File: config.mk
export PLATFORM = sky130hd
export DESIGN_NAME = button_scheduler_flat
export DESIGN_NICKNAME = d
export VERILOG_FILES = /design/src/rtl/button_pkg.sv /design/src/rtl/button_scheduler_if.sv /design/src/rtl/button_edge.sv /design/src/rtl/button_scheduler.sv /design/src/flat_wrapper.sv
export SDC_FILE = /design/constraint.sdc
export NUM_CORES = 1
export LEC_CHECK = 0
export CORE_ASPECT_RATIO = 0.7
export CORE_UTILIZATION = 40
export CTS_BUF_LIST = sky130_fd_sc_hd__clkbuf_16
export DETAILED_ROUTE_END_ITERATION = 7
export PLACE_DENSITY = 0.63
export SLEW_MARGIN = 25
export SYNTH_ARGS = -nofsm -noshare
export SYNTH_HDL_FRONTEND = slang
export SYNTH_HIERARCHICAL = 1
export SYNTH_SLANG_ARGS = --single-unit
File: constraint.sdc
create_clock -name clk -period 1.6 [get_ports clk]
set_input_delay 0.16 -clock clk [delete_from_list [all_inputs] [get_ports clk]]
set_output_delay 0.16 -clock clk [all_outputs]
set_load 0.01 [all_outputs]
File: src/rtl/button_pkg.sv
// Shared types for the button scheduler.
//   DEFAULT_N   : default number of buttons
//   det_state_t : per-button press/release detector states
//   arb_state_t : arbiter states
package button_pkg;

  localparam int DEFAULT_N = 4;

  typedef enum logic [1:0] {
    IDLE = 2'd0,
    HELD = 2'd1,
    REL  = 2'd2
  } det_state_t;

  typedef enum logic {
    ARB_IDLE  = 1'b0,
    ARB_OFFER = 1'b1
  } arb_state_t;

endpackage

File: src/rtl/button_scheduler_if.sv
// Command handshake between the scheduler (master) and its consumer (slave).
//   cmd_valid_o : command offered
//   cmd_id_o    : button index of the offered press
//   cmd_ready_i : consumer accepts the command this cycle
interface button_scheduler_if #(
  parameter int IDW = 2
) ();

  logic           cmd_valid_o;
  logic [IDW-1:0] cmd_id_o;
  logic           cmd_ready_i;

  modport master (output cmd_valid_o, output cmd_id_o, input cmd_ready_i);
  modport slave  (input cmd_valid_o, input cmd_id_o, output cmd_ready_i);

endinterface

File: src/rtl/button_edge.sv
// Press-then-release detector for one button.
//   clk, rst : clock, async active-low reset
//   b_i      : synchronized button level, 1 = pressed
//   press_o  : one-cycle pulse after a complete press/release
//
// state | meaning
// IDLE  | waiting for the button to go down
// HELD  | button down, waiting for release
// REL   | release seen; press_o high for this one cycle
module button_edge
  import button_pkg::*;
(
  input  logic clk,
  input  logic rst,
  input  logic b_i,
  output logic press_o
);

  det_state_t state_q, state_d;

  always_ff @(posedge clk or negedge rst) begin
    if (!rst) state_q <= IDLE;
    else      state_q <= state_d;
  end

  always_comb begin
    state_d = state_q;
    case (state_q)
      IDLE:    if (b_i)  state_d = HELD;
      HELD:    if (!b_i) state_d = REL;
      REL:     state_d = IDLE;
      default: state_d = IDLE;
    endcase
  end

  // Decoded straight from the state flop, so the pulse is glitch-free.
  assign press_o = (state_q == REL);

endmodule

File: src/rtl/button_scheduler.sv
// Serializes completed button presses into one command stream.
//   clk, rst   : clock, async active-low reset
//   b_i        : synchronized button levels
//   cmd        : valid/ready command port (master side)
//   pending_o  : per-button pending request flags
//   overrun_o  : sticky per-button overrun flags
//   clr_ovr_i  : synchronous clear of all overrun flags
//
// state     | meaning
// ARB_IDLE  | looking for a pending request to capture
// ARB_OFFER | command offered, held until cmd_ready_i
module button_scheduler
  import button_pkg::*;
#(
  parameter int N   = DEFAULT_N,
  parameter int IDW = $clog2(N)
) (
  input  logic                    clk,
  input  logic                    rst,
  input  logic [N-1:0]            b_i,
  button_scheduler_if.master      cmd,
  output logic [N-1:0]            pending_o,
  output logic [N-1:0]            overrun_o,
  input  logic                    clr_ovr_i
);

  logic [N-1:0]   press;
  logic [N-1:0]   pending_q, pending_d;
  logic [N-1:0]   overrun_q, overrun_d;
  logic [IDW-1:0] ptr_q, ptr_d;
  logic [IDW-1:0] id_q, id_d;
  arb_state_t     arb_q, arb_d;
  logic           cap;
  logic [IDW-1:0] cap_id;
  logic [N-1:0]   cap_mask;

  for (genvar k = 0; k < N; k++) begin : g_det
    button_edge u_edge (
      .clk     (clk),
      .rst     (rst),
      .b_i     (b_i[k]),
      .press_o (press[k])
    );
  end

  // First set bit starting at ptr, wrapping; the doubled vector makes the
  // rotation a plain shift.
  function automatic logic [IDW-1:0] rr_pick(input logic [N-1:0] req,
                                             input logic [IDW-1:0] ptr);
    logic [2*N-1:0] rot;
    logic           found;
    int             idx;
    rr_pick = '0;
    found   = 1'b0;
    rot     = {req, req} >> ptr;
    for (int i = 0; i < N; i++) begin
      if (!found && rot[i]) begin
        found = 1'b1;
        idx   = int'(ptr) + i;
        if (idx >= N) idx = idx - N;
        rr_pick = IDW'(idx);
      end
    end
  endfunction

  assign cap      = (arb_q == ARB_IDLE) && (|pending_q);
  assign cap_id   = rr_pick(pending_q, ptr_q);
  assign cap_mask = cap ? ({{(N-1){1'b0}}, 1'b1} << cap_id) : '0;

  always_comb begin
    // A new press beats a same-edge capture; a press onto an already
    // pending, uncaptured request is dropped and flagged.
    pending_d = (pending_q & ~cap_mask) | press;
    overrun_d = (press & pending_q & ~cap_mask) | (clr_ovr_i ? '0 : overrun_q);
  end

  always_comb begin
    arb_d = arb_q;
    id_d  = id_q;
    ptr_d = ptr_q;
    case (arb_q)
      ARB_IDLE: begin
        if (cap) begin
          id_d  = cap_id;
          arb_d = ARB_OFFER;
        end
      end
      ARB_OFFER: begin
        if (cmd.cmd_ready_i) begin
          ptr_d = (id_q == IDW'(N-1)) ? '0 : id_q + 1'b1;
          arb_d = ARB_IDLE;
        end
      end
      default: arb_d = ARB_IDLE;
    endcase
  end

  always_ff @(posedge clk or negedge rst) begin
    if (!rst) begin
      arb_q     <= ARB_IDLE;
      id_q      <= '0;
      ptr_q     <= '0;
      pending_q <= '0;
      overrun_q <= '0;
    end else begin
      arb_q     <= arb_d;
      id_q      <= id_d;
      ptr_q     <= ptr_d;
      pending_q <= pending_d;
      overrun_q <= overrun_d;
    end
  end

  assign cmd.cmd_valid_o = (arb_q == ARB_OFFER);
  assign cmd.cmd_id_o    = id_q;
  assign pending_o       = pending_q;
  assign overrun_o       = overrun_q;

endmodule
File: src/flat_wrapper.sv
// flat-port wrapper written by rule: the top's interface ports become plain ports
module button_scheduler_flat import button_pkg::*;
#(
  parameter int N   = DEFAULT_N,
  parameter int IDW = $clog2(N)
)
  (clk, rst, b_i, pending_o, overrun_o, clr_ovr_i, cmd_cmd_valid_o, cmd_cmd_id_o, cmd_cmd_ready_i);
  button_scheduler_if #(.IDW(IDW)) cmd_i ();
  input  logic clk;
  input  logic rst;
  input  logic [N-1:0] b_i;
  output logic [N-1:0] pending_o;
  output logic [N-1:0] overrun_o;
  input  logic clr_ovr_i;
  output wire logic [$bits(cmd_i.cmd_valid_o)-1:0] cmd_cmd_valid_o;
  output wire logic [$bits(cmd_i.cmd_id_o)-1:0] cmd_cmd_id_o;
  input wire logic [$bits(cmd_i.cmd_ready_i)-1:0] cmd_cmd_ready_i;
  assign cmd_cmd_valid_o = cmd_i.cmd_valid_o;
  assign cmd_cmd_id_o = cmd_i.cmd_id_o;
  assign cmd_i.cmd_ready_i = cmd_cmd_ready_i;
  button_scheduler #(.N(N), .IDW(IDW)) u_core (.clk(clk), .rst(rst), .b_i(b_i), .cmd(cmd_i), .pending_o(pending_o), .overrun_o(overrun_o), .clr_ovr_i(clr_ovr_i));
endmodule
# Yosys cells after proc, flatten, opt, wreduce, memory -nomap -nowiden
# Index checks and enable logic that the tools add are counted.
[totals]
register_bits = 21
in_bits = 8
output_inout_bits = 11
wordCells = 94
[op_classes]
add_sub_neg = 8
magnitude_cmp = 4
eq_ne = 17
shift = 2
mux = 29
bitwise_logic = 7
n_reduce_logical = 18
[op_table]
columns = ["operator", "count"]
rows = [
  ["2-to-1 mux 2 bit", 17],
  ["!= test 2 bit (second input constant)", 8],
  ["one-hot mux 2 bit (2 select lines)", 4],
  ["bitwise AND 4 bit", 3],
  ["AND reduction 2 bit", 6],
  ["equality test 2 bit (second input constant)", 5],
  [">= comparator 3 bit (second input constant)", 3],
  ["equality test 2 x 1 -> 1 bit (second input constant)", 4],
  ["zero test 2 bit", 4],
  ["2-to-1 mux 4 bit", 2],
  ["OR 4 bit", 2],
  ["right shift 8 x 2 -> 4 bit", 1],
  ["subtractor 2 x 1 -> 2 bit (second input constant)", 4],
  ["adder 2 x 2 -> 3 bit (second input constant)", 2],
  ["2-to-1 mux 1 bit", 5],
  ["logical AND 1 bit", 4],
  ["NOT 4 bit", 1],
  ["OR reduction 4 bit", 1],
  ["left shift 1 x 2 -> 4 bit (first input constant)", 1],
  ["adder 2 x 1 -> 3 bit (second input constant)", 1],
  [">= comparator 2 x 3 -> 1 bit (second input constant)", 1],
  ["zero test 1 bit", 3],
  ["adder 2 x 1 -> 2 bit (second input constant)", 1],
  ["one-hot mux 1 bit (2 select lines)", 1],
  ["NOT 1 bit", 1],
]

# Logic depth before layout (Yosys ltp)
[logic_depth]
word_depth = 16
ltp_mapped = 5
mapped_depth_nobuf = 4

# Modules after synthesis
# The synthesis kept the hierarchy.
[by_module_without_submodules]
columns = ["module", "n_inst", "cells_per_inst", "area_each_um2", "seq_area_each_um2"]
rows = [
  ["button_scheduler", 1, 72, 716.9, 325.3],
  ["button_edge", 4, 5, 77.6, 50.0],
]

# Worst setup path after synthesis
# OpenSTA, ideal clock, no wires.
[synth_timing]
kind = "reg2reg"
from = "register u_core.pending_q[0] (netlist: u_core/pending_o[0])"
to = "register u_core.pending_q[1] (netlist: u_core/pending_o[1])"
setup_ns = 0.133
arrival_ns = 1.230
t_required_ns = 1.467
setup_slack_ns = 0.237
path_stages_with_launch = 6
path_buffers = 1
synth_period_minus_slack_ns = 1.363
path_cell_list = "dfrtp_1 -> buf_2 -> nor4_2 -> or2_4 -> nor3b_4 -> a31oi_1"
[synth_via]
elab_chain_len = 16
word_cells_on_any_way = 21
cone_classes = "shift (2); mux (8); bitwise (3); reduce/logical (8)"
[synth_lines]
columns = ["element", "line", "text"]
rows = [
  ["start: declaration", "button_scheduler.sv:28", "logic [N-1:0] pending_q, pending_d;"],
  ["start signal: assignment", "button_scheduler.sv:109", "pending_q <= pending_d;"],
  ["right shift 8 x 2 -> 4 bit", "button_scheduler.sv:55", "rot = {req, req} >> ptr;"],
  ["2-to-1 mux 1 bit", "button_scheduler.sv:57", "if (!found && rot[i]) begin"],
  ["zero test 1 bit", "button_scheduler.sv:57", ""],
  ["logical AND 1 bit", "button_scheduler.sv:57", ""],
  ["2-to-1 mux 1 bit", "button_scheduler.sv:57", ""],
  ["zero test 1 bit", "button_scheduler.sv:57", ""],
  ["logical AND 1 bit", "button_scheduler.sv:57", ""],
  ["2-to-1 mux 1 bit", "button_scheduler.sv:57", ""],
  ["zero test 1 bit", "button_scheduler.sv:57", ""],
  ["logical AND 1 bit", "button_scheduler.sv:57", ""],
  ["2-to-1 mux 2 bit", "button_scheduler.sv:57", ""],
  ["left shift 1 x 2 -> 4 bit", "button_scheduler.sv:68", "assign cap_mask = cap ? ({{(N-1){1'b0}}, 1'b1} << cap_id) : '0;"],
  ["2-to-1 mux 4 bit (*)", "button_scheduler.sv:68", ""],
  ["NOT 4 bit (*)", "button_scheduler.sv:73", "pending_d = (pending_q & ~cap_mask) | press;"],
  ["bitwise AND 4 bit (*)", "button_scheduler.sv:73", ""],
  ["OR 4 bit (*)", "button_scheduler.sv:73", ""],
  ["net u_core.pending_d[1]", "button_scheduler.sv:28", ""],
]
# Mark *: on every way through the listed nets, which the timed path passes. The rest lies on a longest branch.
# A chain may end at the register's enable or synchronous reset.

# Worst setup path after layout
[layout_timing]
from = "register u_core.arb_q (netlist: u_core/cmd.cmd_valid_o)"
to = "output cmd_cmd_valid_o"
[layout_rtl]
columns = ["element", "line", "text"]
rows = [
  ["start: declaration", "button_scheduler.sv:32", "arb_state_t arb_q, arb_d;"],
  ["start signal: assignment", "button_scheduler.sv:106", "arb_q <= arb_d;"],
  ["end: declaration", "flat_wrapper.sv:15", "output wire logic [$bits(cmd_i.cmd_valid_o)-1:0] cmd_cmd_valid_o;"],
]
# No word-level cell between the ends.

==> flow_metrics.tcl <==
set metrics [dict create \
    status "finished, final reports clean" \
    dp_hpwl_mm 1.46 \
    dp_slack_ps 143 \
    finalSetupTns_ps 0 \
    synth_top_area_share_pct 51.2 \
    cts_setup_buffers 0 \
    design_area_um2 1320 \
    setup_viol 0 \
    cp.required_ps 1440 \
    holdBufCountCts 0 \
    cp-end-kind "output port" \
    grt_pass1_wl_mm 3.31 \
    clk_pin_slew_ps 50 \
    p_sw_uw 854 \
    chipHeight_um 44.4 \
    synth_top_area_cell "dfrtp_1" \
    switching_share_pct 36.1 \
    antenna_found_initial 0 \
    synth_edf_count 0 \
    clkSinkCount 21 \
    critical-path-top-delay-family "buffers and inverters" \
    synthCells 92 \
    fillers 199 \
    power_density_nw_per_um2 1800 \
    seq_area_frac_synth_pct 51.2 \
    met2_usage_pct 27.0 \
    drc 0 \
    worst_hold_slack_ps 250 \
    drtAntennaViolNets 0 \
    crit_chain "clkdlybuf4s50_1" \
    async_flop_share_pct 100 \
    initial_core_util_pct 45.1 \
    synthTopCellsByCount "21 x dfrtp_1, 10 x nor2_1, 7 x nor2b_1" \
    post_route_cells_drive_above_1_share_pct 18.0 \
    drt_iter0_markers 14 \
    worstRegToRegCells 4 \
    critPathMaxStageDelay_ps 600 \
    dpl_cell_area_um2 1240 \
    gp_congestion 0.852 \
    rr_startpoint "u_core/pending_o[0]$_DFF_PN0_" \
    crit_type "flop to output port" \
    cts_made_buffers 3 \
    p_comb_share_pct 40.1 \
    cap_viol_max_count 0 \
    crit_fanout 9 \
    internal_power_uw 1510 \
    gr-max-usage-layer "met2" \
    dr.pass1.iters 4 \
    tightestPinTransition_ps 324 \
    overflow 0 \
    cts_tree "yes" \
    pwr-share-clk_pct 21.3 \
    yosysWarnings 6 \
    met1_usage_pct 20.9 \
    io_buffers 18 \
    synth_area_um2 1030 \
    use_met3_pct 5.41 \
    syn_to_final_growth_pct 28.0 \
    crit_path_start_kind "flop" \
    yosysMostFrequentCell "dfrtp_1" \
    antenna_cells 0 \
    grt_usage_pct 16.3 \
    p_seq_share_pct 38.5 \
    finalHoldViolCount 0 \
    path_buf_inv 1 \
    ys_top_cells_by_area "dfrtp_1 51%, nor3b_2 4.9%, nor2b_1 4.3%" \
    core_area_um2 2280 \
    crit_slowest_cell "clkdlybuf4s50_1" \
    setup_slack_ps 75.5 \
    ioPinCount 19 \
    htree_levels 1 \
    fin_nets 121 \
    num_vias 734 \
    fmax_ghz 0.656 \
    syn_nets 101 \
    routed_wl_mm 1.95 \
    cp-startpoint "u_core/cmd.cmd_valid_o$_DFF_PN0_" \
    syn_area_per_cell_um2 11.2 \
    grt_max_degree 22 \
    die-area_um2 2780 \
    synth-main-ff-cell "dfrtp_1" \
    root_buffer "clkbuf_16" \
    cts_buffer_depth 2 \
    clock_latency_ps 250 \
    total_leakage_power_uw 0.000588 \
    wire_per_inst_um 13.6 \
    worstPathArrival_ps 1360 \
    rsz0062_at_grt "false" \
    period_needed_ps 1520 \
    ys_seq_elements 21 \
    core.rowCount 14 \
    clock-skew-final_ps 2.06 \
    post-route-period-util_pct 95.3 \
    grt_pass1_vias 733 \
    r2r-end "u_core/overrun_o[3]$_DFF_PN0_" \
    die_w_um 62.6 \
    vdd_drop_max_v 0.000754 \
    reg2reg_slack_ps 120 \
    relSlewSlack_pct 78.2 \
    cts.repair.resized 0 \
    drv_slew 0 \
    vias_per_cell 5.13 \
    ys_types 32 \
    hp-class "input pin to async pin" \
]
stage by stage:
stage | power (µW) | util [%] | std cells
floorplan | 1490 | - | 92
global placement | 1850 | 54.3 | 139
CTS | 2390 | 57.7 | 143
finish | 2370 | 57.7 | 143
global route | 2540 | 57.7 | 143
detailed placement | 1860 | 54.3 | 139
cells in the final DEF (no fill, tap or decap), types with 2 or more instances in the layout:
master / n
dfrtp_1: 21
clkdlybuf4s50_1: 18
nor2_1: 10
nor2b_1: 7
a21oi_1: 5
a31oi_1: 5
nand2_1: 5
and2b_2: 4
nor3b_2: 4
clkbuf_16: 3
inv_1: 3
a21o_1: 3
mux2i_1: 2
nand2b_1: 2
area by class of cell:
cell class / count / area, µm² / area share, %
flip-flops and latches: 21 / 526 / 40.0
multi-input cells: 65 / 475 / 36.2
repair buffers: 19 / 188 / 14.3
clock buffers: 3 / 75.1 / 5.71
well taps: 32 / 40.0 / 3.04
inverters: 2 / 7.51 / 0.571
clock inverters: 1 / 3.75 / 0.285
power groups by stage:
stage / Combinational (µW) / Clock (µW) / Sequential [µW]
floorplan: 648 / 0 / 847
global placement: 942 / 0 / 906
detailed placement: 942 / 0 / 919
CTS: 956 / 522 / 912
global route: 1050 / 539 / 950
finish: 949 / 505 / 911
flip-flops by register name (all words and copies together), names as in the netlist:
signal and cells:
u_core/cmd.cmd_valid_o 1, u_core/cmd.cmd_id_o 2, u_core/pending_o 4, u_core/ptr_q 2, u_core/g_det.u_edge/state_q 8, u_core/overrun_o 4
routing by layer:
metal / vias to the layer above / part of all wire (%)
li1: 370 / -
met1: 343 / 52
met2: 19 / 43
met3: 2 / 4.5
met4: 0 / 0.46
met5: - / 0
kinds of logic (layout without fill, tap and decap cells):
family,Yosys count,count (layout),synth area share (%)
and+or+nand+nor,39,39,26.2
AOI/OAI and AO/OA,22,22,15.8
DFF,21,21,51.2
buffers and inverters,6,25,2.56
muxes,3,3,3.05
adders and majority gates,1,1,1.22
worst max path at each step:
stage                                     to  slack, ps  cells after the start
2_1_floorplan  u_core/pending_o[1]$_DFF_PN0_        240                      5
3_3_place_gp   u_core/pending_o[1]$_DFF_PN0_        210                      4
3_5_place_dp   u_core/overrun_o[3]$_DFF_PN0_        140                      4
4_1_cts                      cmd_cmd_valid_o         50                      1
5_1_grt                         pending_o[0]          1                      1
6_report                     cmd_cmd_valid_o         80                      1
No activity file was read; power rests on OpenSTA's default activity.
==> RTL change 1, RTL diff (same flow settings) <==
The package constant `DEFAULT_N` goes from 4 to 8.
--- a/src/rtl/button_pkg.sv
+++ b/src/rtl/button_pkg.sv
@@ -5,5 +5,5 @@
 package button_pkg;
 
-  localparam int DEFAULT_N = 4;
+  localparam int DEFAULT_N = 8;
 
   typedef enum logic [1:0] {
Interface: changed (resized b_i, cmd_cmd_id_o, overrun_o and pending_o); port bits go from 19 to 32. No check against the original RTL was run, so the function may have changed too.
==> RTL change 1 against the original RTL <==
  * The run now ends with setup timing left
  * Clock power is 130% higher
  * Routed wire length rose to 4.2 times the old value
  * Worst setup slack got worse by 1400 ps
  * Sequential power is 77% higher
  * Combinational power rose to 8.9 times the old value
  * Sequential cell count rose by 18
  * First-iteration DRC count rose to 17 times the old value
  * Worst hold slack better by 86 ps
  * Synthesized cell count rose to 2.9 times the old value
  * Cell count rose to 3.1 times the old value
  * Power rose to 4.7 times the old value
  * Final area rose to 3.1 times the old value
  * Synthesized area grew to 2.6 times the old value
  * Critical path type is now flip-flop to flip-flop
==> RTL change 1: results (changes against the original RTL) <==
INFO  metric status = complete, but fails checks
INFO  metric failed_checks = setup timing
INFO  metric path_max_fanout = 7 (-2)
INFO  metric cts_resized = 23 (+23)
INFO  metric synthCells = 268 (+190%)
INFO  metric cts_buffers = 5 (+2)
INFO  metric filler_cell_count = 523 (+160%)
INFO  metric layout-drive-gt1-share = 45.2% (+27 points)
INFO  metric setup_ws = -1290 ps (-1370 ps)
INFO  metric synth.yosys.warnings = 6 (unchanged)
INFO  metric power_leakage = 1.73 nW (+190%)
INFO  metric timing.max_slew.rel_slack = 73.0% (-5.2 points)
INFO  metric placement.io_buffers = 31 (+13)
INFO  metric ctsHtreeMaxLevel = 2 (+1)
INFO  metric worstPathArrival = 3090 ps (+1730 ps)
INFO  metric via_count_of_the_first_global_routing_pass = 2444 (+230%)
INFO  metric cts_hold_buf = 1 (+1)
INFO  metric routed_via_density = 5.79 (+13%)
INFO  metric power.ir.vdd_worst = 1.14 mV (+51%)
INFO  metric critPathMaxStageDelay = 580 ps (-20 ps)
INFO  metric grt_start_max_net_pins = 18 (-18%)
INFO  metric synth_common_cells = dfrtp_1, nand2_1, nor2_1, a21oi_1, o21ai_0
INFO  metric route.final.wire_length = 8170 um (+320%)
INFO  metric synth_fp_nets = 284 (+180%)
INFO  metric placed_cell_area = 3530 um2 (+190%)
INFO  metric clock_insertion_delay_worst_skew = 280 ps (+30 ps)
INFO  metric count_of_cell_types_in_the_netlist = 60 (+88%)
INFO  metric number_of_nets_in_the_layout = 382 (+220%)
INFO  metric dp_hpwl = 5670 um (+290%)
INFO  metric crit_slowest_cell = mux4_2
INFO  metric setup-violations-final = 19 (+19)
INFO  metric area.growth.synth_to_final = 52.4%
INFO  metric worst-r2r-cell-count = 10 (+6)
INFO  metric setup-tns-final = -23550 ps (-23550 ps)
INFO  metric critical-path-top-delay-family = compound AO/OA/AOI/OAI gates
INFO  metric synth_flop_cell = dfrtp_1
INFO  metric clock_skew = 7.39 ps (+5.33 ps)
INFO  metric dp.cells = 422 (+200%)
INFO  metric antenna_found_initial = 0 (unchanged)
INFO  metric largest_reg_flops = 16 (+8)
INFO  metric dr_total_vias = 2576 (+250%)
INFO  metric worstReg2RegStart = u_core/ptr_q[1]
INFO  metric grt.total_usage = 23.5% (+7.1 points)
INFO  metric cts_post_setup_buffers_inserted = 7 (+7)
INFO  metric global_route_wire_length_before_repair = 12600 um (+280%)
INFO  metric worst_setup_hold_path_clk_slew = around 60 ps
INFO  metric initialDrtViolationCount = 235 (+221)
INFO  metric yosysSeqAreaShare = 36.7% (-14 points)
INFO  metric post_synth_main_area_contributors = dfrtp_1, mux4_2, nor3b_2
INFO  metric gpl_congestion = 0.896 (+5.2%)
==> RTL change 1: cell count changes after synthesis, moves of 6 or more <==
| cell | unedited run | this run |
|---|---|---|
| mux2i_1 | 2 | 11 |
| a32oi_1 | 0 | 6 |
| dfrtp_1 | 21 | 39 |
| mux2_2 | 1 | 7 |
| nand2_1 | 5 | 20 |
| o21ai_0 | 0 | 13 |
| nor2_1 | 10 | 20 |
| mux4_2 | 0 | 8 |
| inv_1 | 2 | 11 |
| a21oi_1 | 5 | 13 |
| clkbuf_1 | 1 | 9 |
==> RTL change 1: power by group <==
group | switching [mW] | internal (mW)
sequential | 0.328 | 1.28
clock | 0.401 | 0.735
combinational | 4.02 | 4.39
==> RTL change 1: kinds of logic after synthesis <==
family | Yosys count | synth area share, %
fa+ha+maj | 4 | 1.88
buf+inv | 27 | 4.38
simple gates | 103 | 24.5
compound gates | 66 | 17.6
mux | 26 | 13.9
flops | 39 | 36.7
xor+xnor | 3 | 0.989
==> RTL change 1: metal layers <==
layer	share of wire [%]	up-vias	GRT usage [%]
met5	0	-	0
met2	46	94	34.3
li1	-	1184	-
met3	6.7	7	5.51
met1	46	1291	35.0
met4	0.98	0	5.72
==> RTL change 1: cell type report <==
cell class | count | share of cell area [%]
Multi-Input combinational cell | 202 | 44.4
Sequential cell | 39 | 24.3
Timing Repair Buffer | 107 | 23.7
Clock buffer | 5 | 3.09
Tap cell | 78 | 2.41
Clock inverter | 3 | 1.05
Inverter | 11 | 1.02
==> RTL change 1: worst paths after layout <==
path,to,slack (ps)
max,u_core/overrun_o[4],-1290
max in group asynchronous,u_core/pending_o[5],740
min in group clk,u_core/g_det[0].u_edge/state_q[1],450
min,u_core/g_det[3].u_edge/state_q[0],340
max reg2reg,u_core/overrun_o[4],-1290
min reg2reg,u_core/g_det[3].u_edge/state_q[0],460
==> RTL change 2, RTL diff (same flow settings) <==
Without the edit above. The 3 states of `det_state_t` get a one-hot encoding in 3 bits.
--- a/src/rtl/button_pkg.sv
+++ b/src/rtl/button_pkg.sv
@@ -7,8 +7,8 @@
   localparam int DEFAULT_N = 4;
 
-  typedef enum logic [1:0] {
-    IDLE = 2'd0,
-    HELD = 2'd1,
-    REL  = 2'd2
+  typedef enum logic [2:0] {
+    IDLE = 3'b001,
+    HELD = 3'b010,
+    REL  = 3'b100
   } det_state_t;
 
Function: no difference found for any inputs over 10 cycles, from zero or initial values and one cycle with rst low; not proved beyond that.
==> RTL change 2 against the original RTL <==
  * Sequential cell count up 4
  * Sequential power up 28%
  * Critical endpoint is now pending_o[3]
  * Via count up 23%
  * Largest power group is now registers
  * Synthesized area up 21%
  * Count of clock-buffer cells in the layout unchanged
  * Final area up 17%
  * Clock power up 7.3%
  * Highest routed layer unchanged
  * Cell count up 17%
  * Largest cell class unchanged
  * Worst hold slack better by 21 ps
  * Sequential share of layout area up 0.88 points
  * Power up 17%
  * Worst setup slack better by 15 ps
  * Routed wire length up 19%
==> RTL change 2: results (changes against the original RTL) <==
INFO  metric pwr-share-seq = 42.2% (+3.7 points)
INFO  metric power_leakage = 0.661 nW (+12%)
INFO  metric detail_route.wirelength.met1 = 1240 um (+22%)
INFO  metric synthCells = 112 (+22%)
INFO  metric count_of_cell_types_in_the_netlist = 34 (+6.3%)
INFO  metric mux_cell_area_share_after_synthesis = 2.52% (-0.53 points)
INFO  metric groute.layer.met2.usage = 23.7% (-3.3 points)
INFO  metric gpl_congestion = 0.853 (+0.14%)
INFO  metric via_count_of_the_first_global_routing_pass = 884 (+21%)
INFO  metric combinational_group_share_of_total_power = 38.3% (-1.8 points)
INFO  metric routed_via_density = 5.38 (+4.7%)
INFO  metric drv_slew = 0 (unchanged)
INFO  metric largest_reg_flops = 12 (+4)
INFO  metric worst_pin_slew = 471 ps (+147 ps)
INFO  metric grt_start_max_net_pins = 26 (+18%)
INFO  metric critPathCapture = pending_o[3]
INFO  metric number_of_nets_in_the_layout = 142 (+17%)
INFO  metric power.switching_fraction = 35.1% (-0.98 points)
INFO  metric dr_total_vias = 903 (+23%)
INFO  metric global_route_wire_length_before_repair = 3980 um (+20%)
INFO  metric synth_compound_area_share = 15.5% (-0.33 points)
INFO  metric final.hold.worst_slack = 270 ps (+20.6 ps)
INFO  metric layout-drive-gt1-share = 16.7% (-1.4 points)
INFO  metric startpoint = u_core/pending_o[3]
INFO  metric sequential_power = 1.17 mW (+28%)
INFO  metric clock_skew = 2.80 ps (+0.739 ps)
INFO  metric grt.total_usage = 16.3% (-0.028 points)
INFO  metric parity_gate_share_of_the_synthesized_area_counting_xor_and_xnor_cells = 2.82% (+2.8 points)
INFO  metric yosys.area_share.adder = 1.01% (-0.21 points)
INFO  metric synth_fp_nets = 121 (+20%)
INFO  metric status = finished, final reports clean
-- RTL change 2: changes by cell type after synthesis, sizes merged --
cell	unedited run	this run
a21o	3	7
and2b	4	0
dfstp	0	4
nand2b	2	6
nand3b	1	5
nor2b	7	3
nor3	1	5
nor3b	5	9
xnor2	0	4
-- RTL change 2: layout make-up --
cell class / count / area (um2)
clock buffers: 3 / 75.1
clock inverters: 1 / 5.00
fillers: 260 / 1320
inverters: 2 / 7.51
multi-input cells: 81 / 586
flip-flops and latches: 25 / 631
well taps: 36 / 45.0
repair buffers: 20 / 195
-- RTL change 2: worst reg2reg max path: stages, from the launching register on --
cell     delay [ps]
dfrtp_1         470
nor4_2          400
or2_4           210
nor3b_4          60
o31ai_2         230
-- RTL change 2: cells by family (layout without fill, tap and decap cells) --
logic type                 Yosys count  count (layout)
DFF                                 25              25
buffers and inverters                6              26
adders and majority gates            1               1
AOI/OAI and AO/OA                   26              26
muxes                                3               3
and+or+nand+nor                     47              47
xor gates and xnor gates             4               4
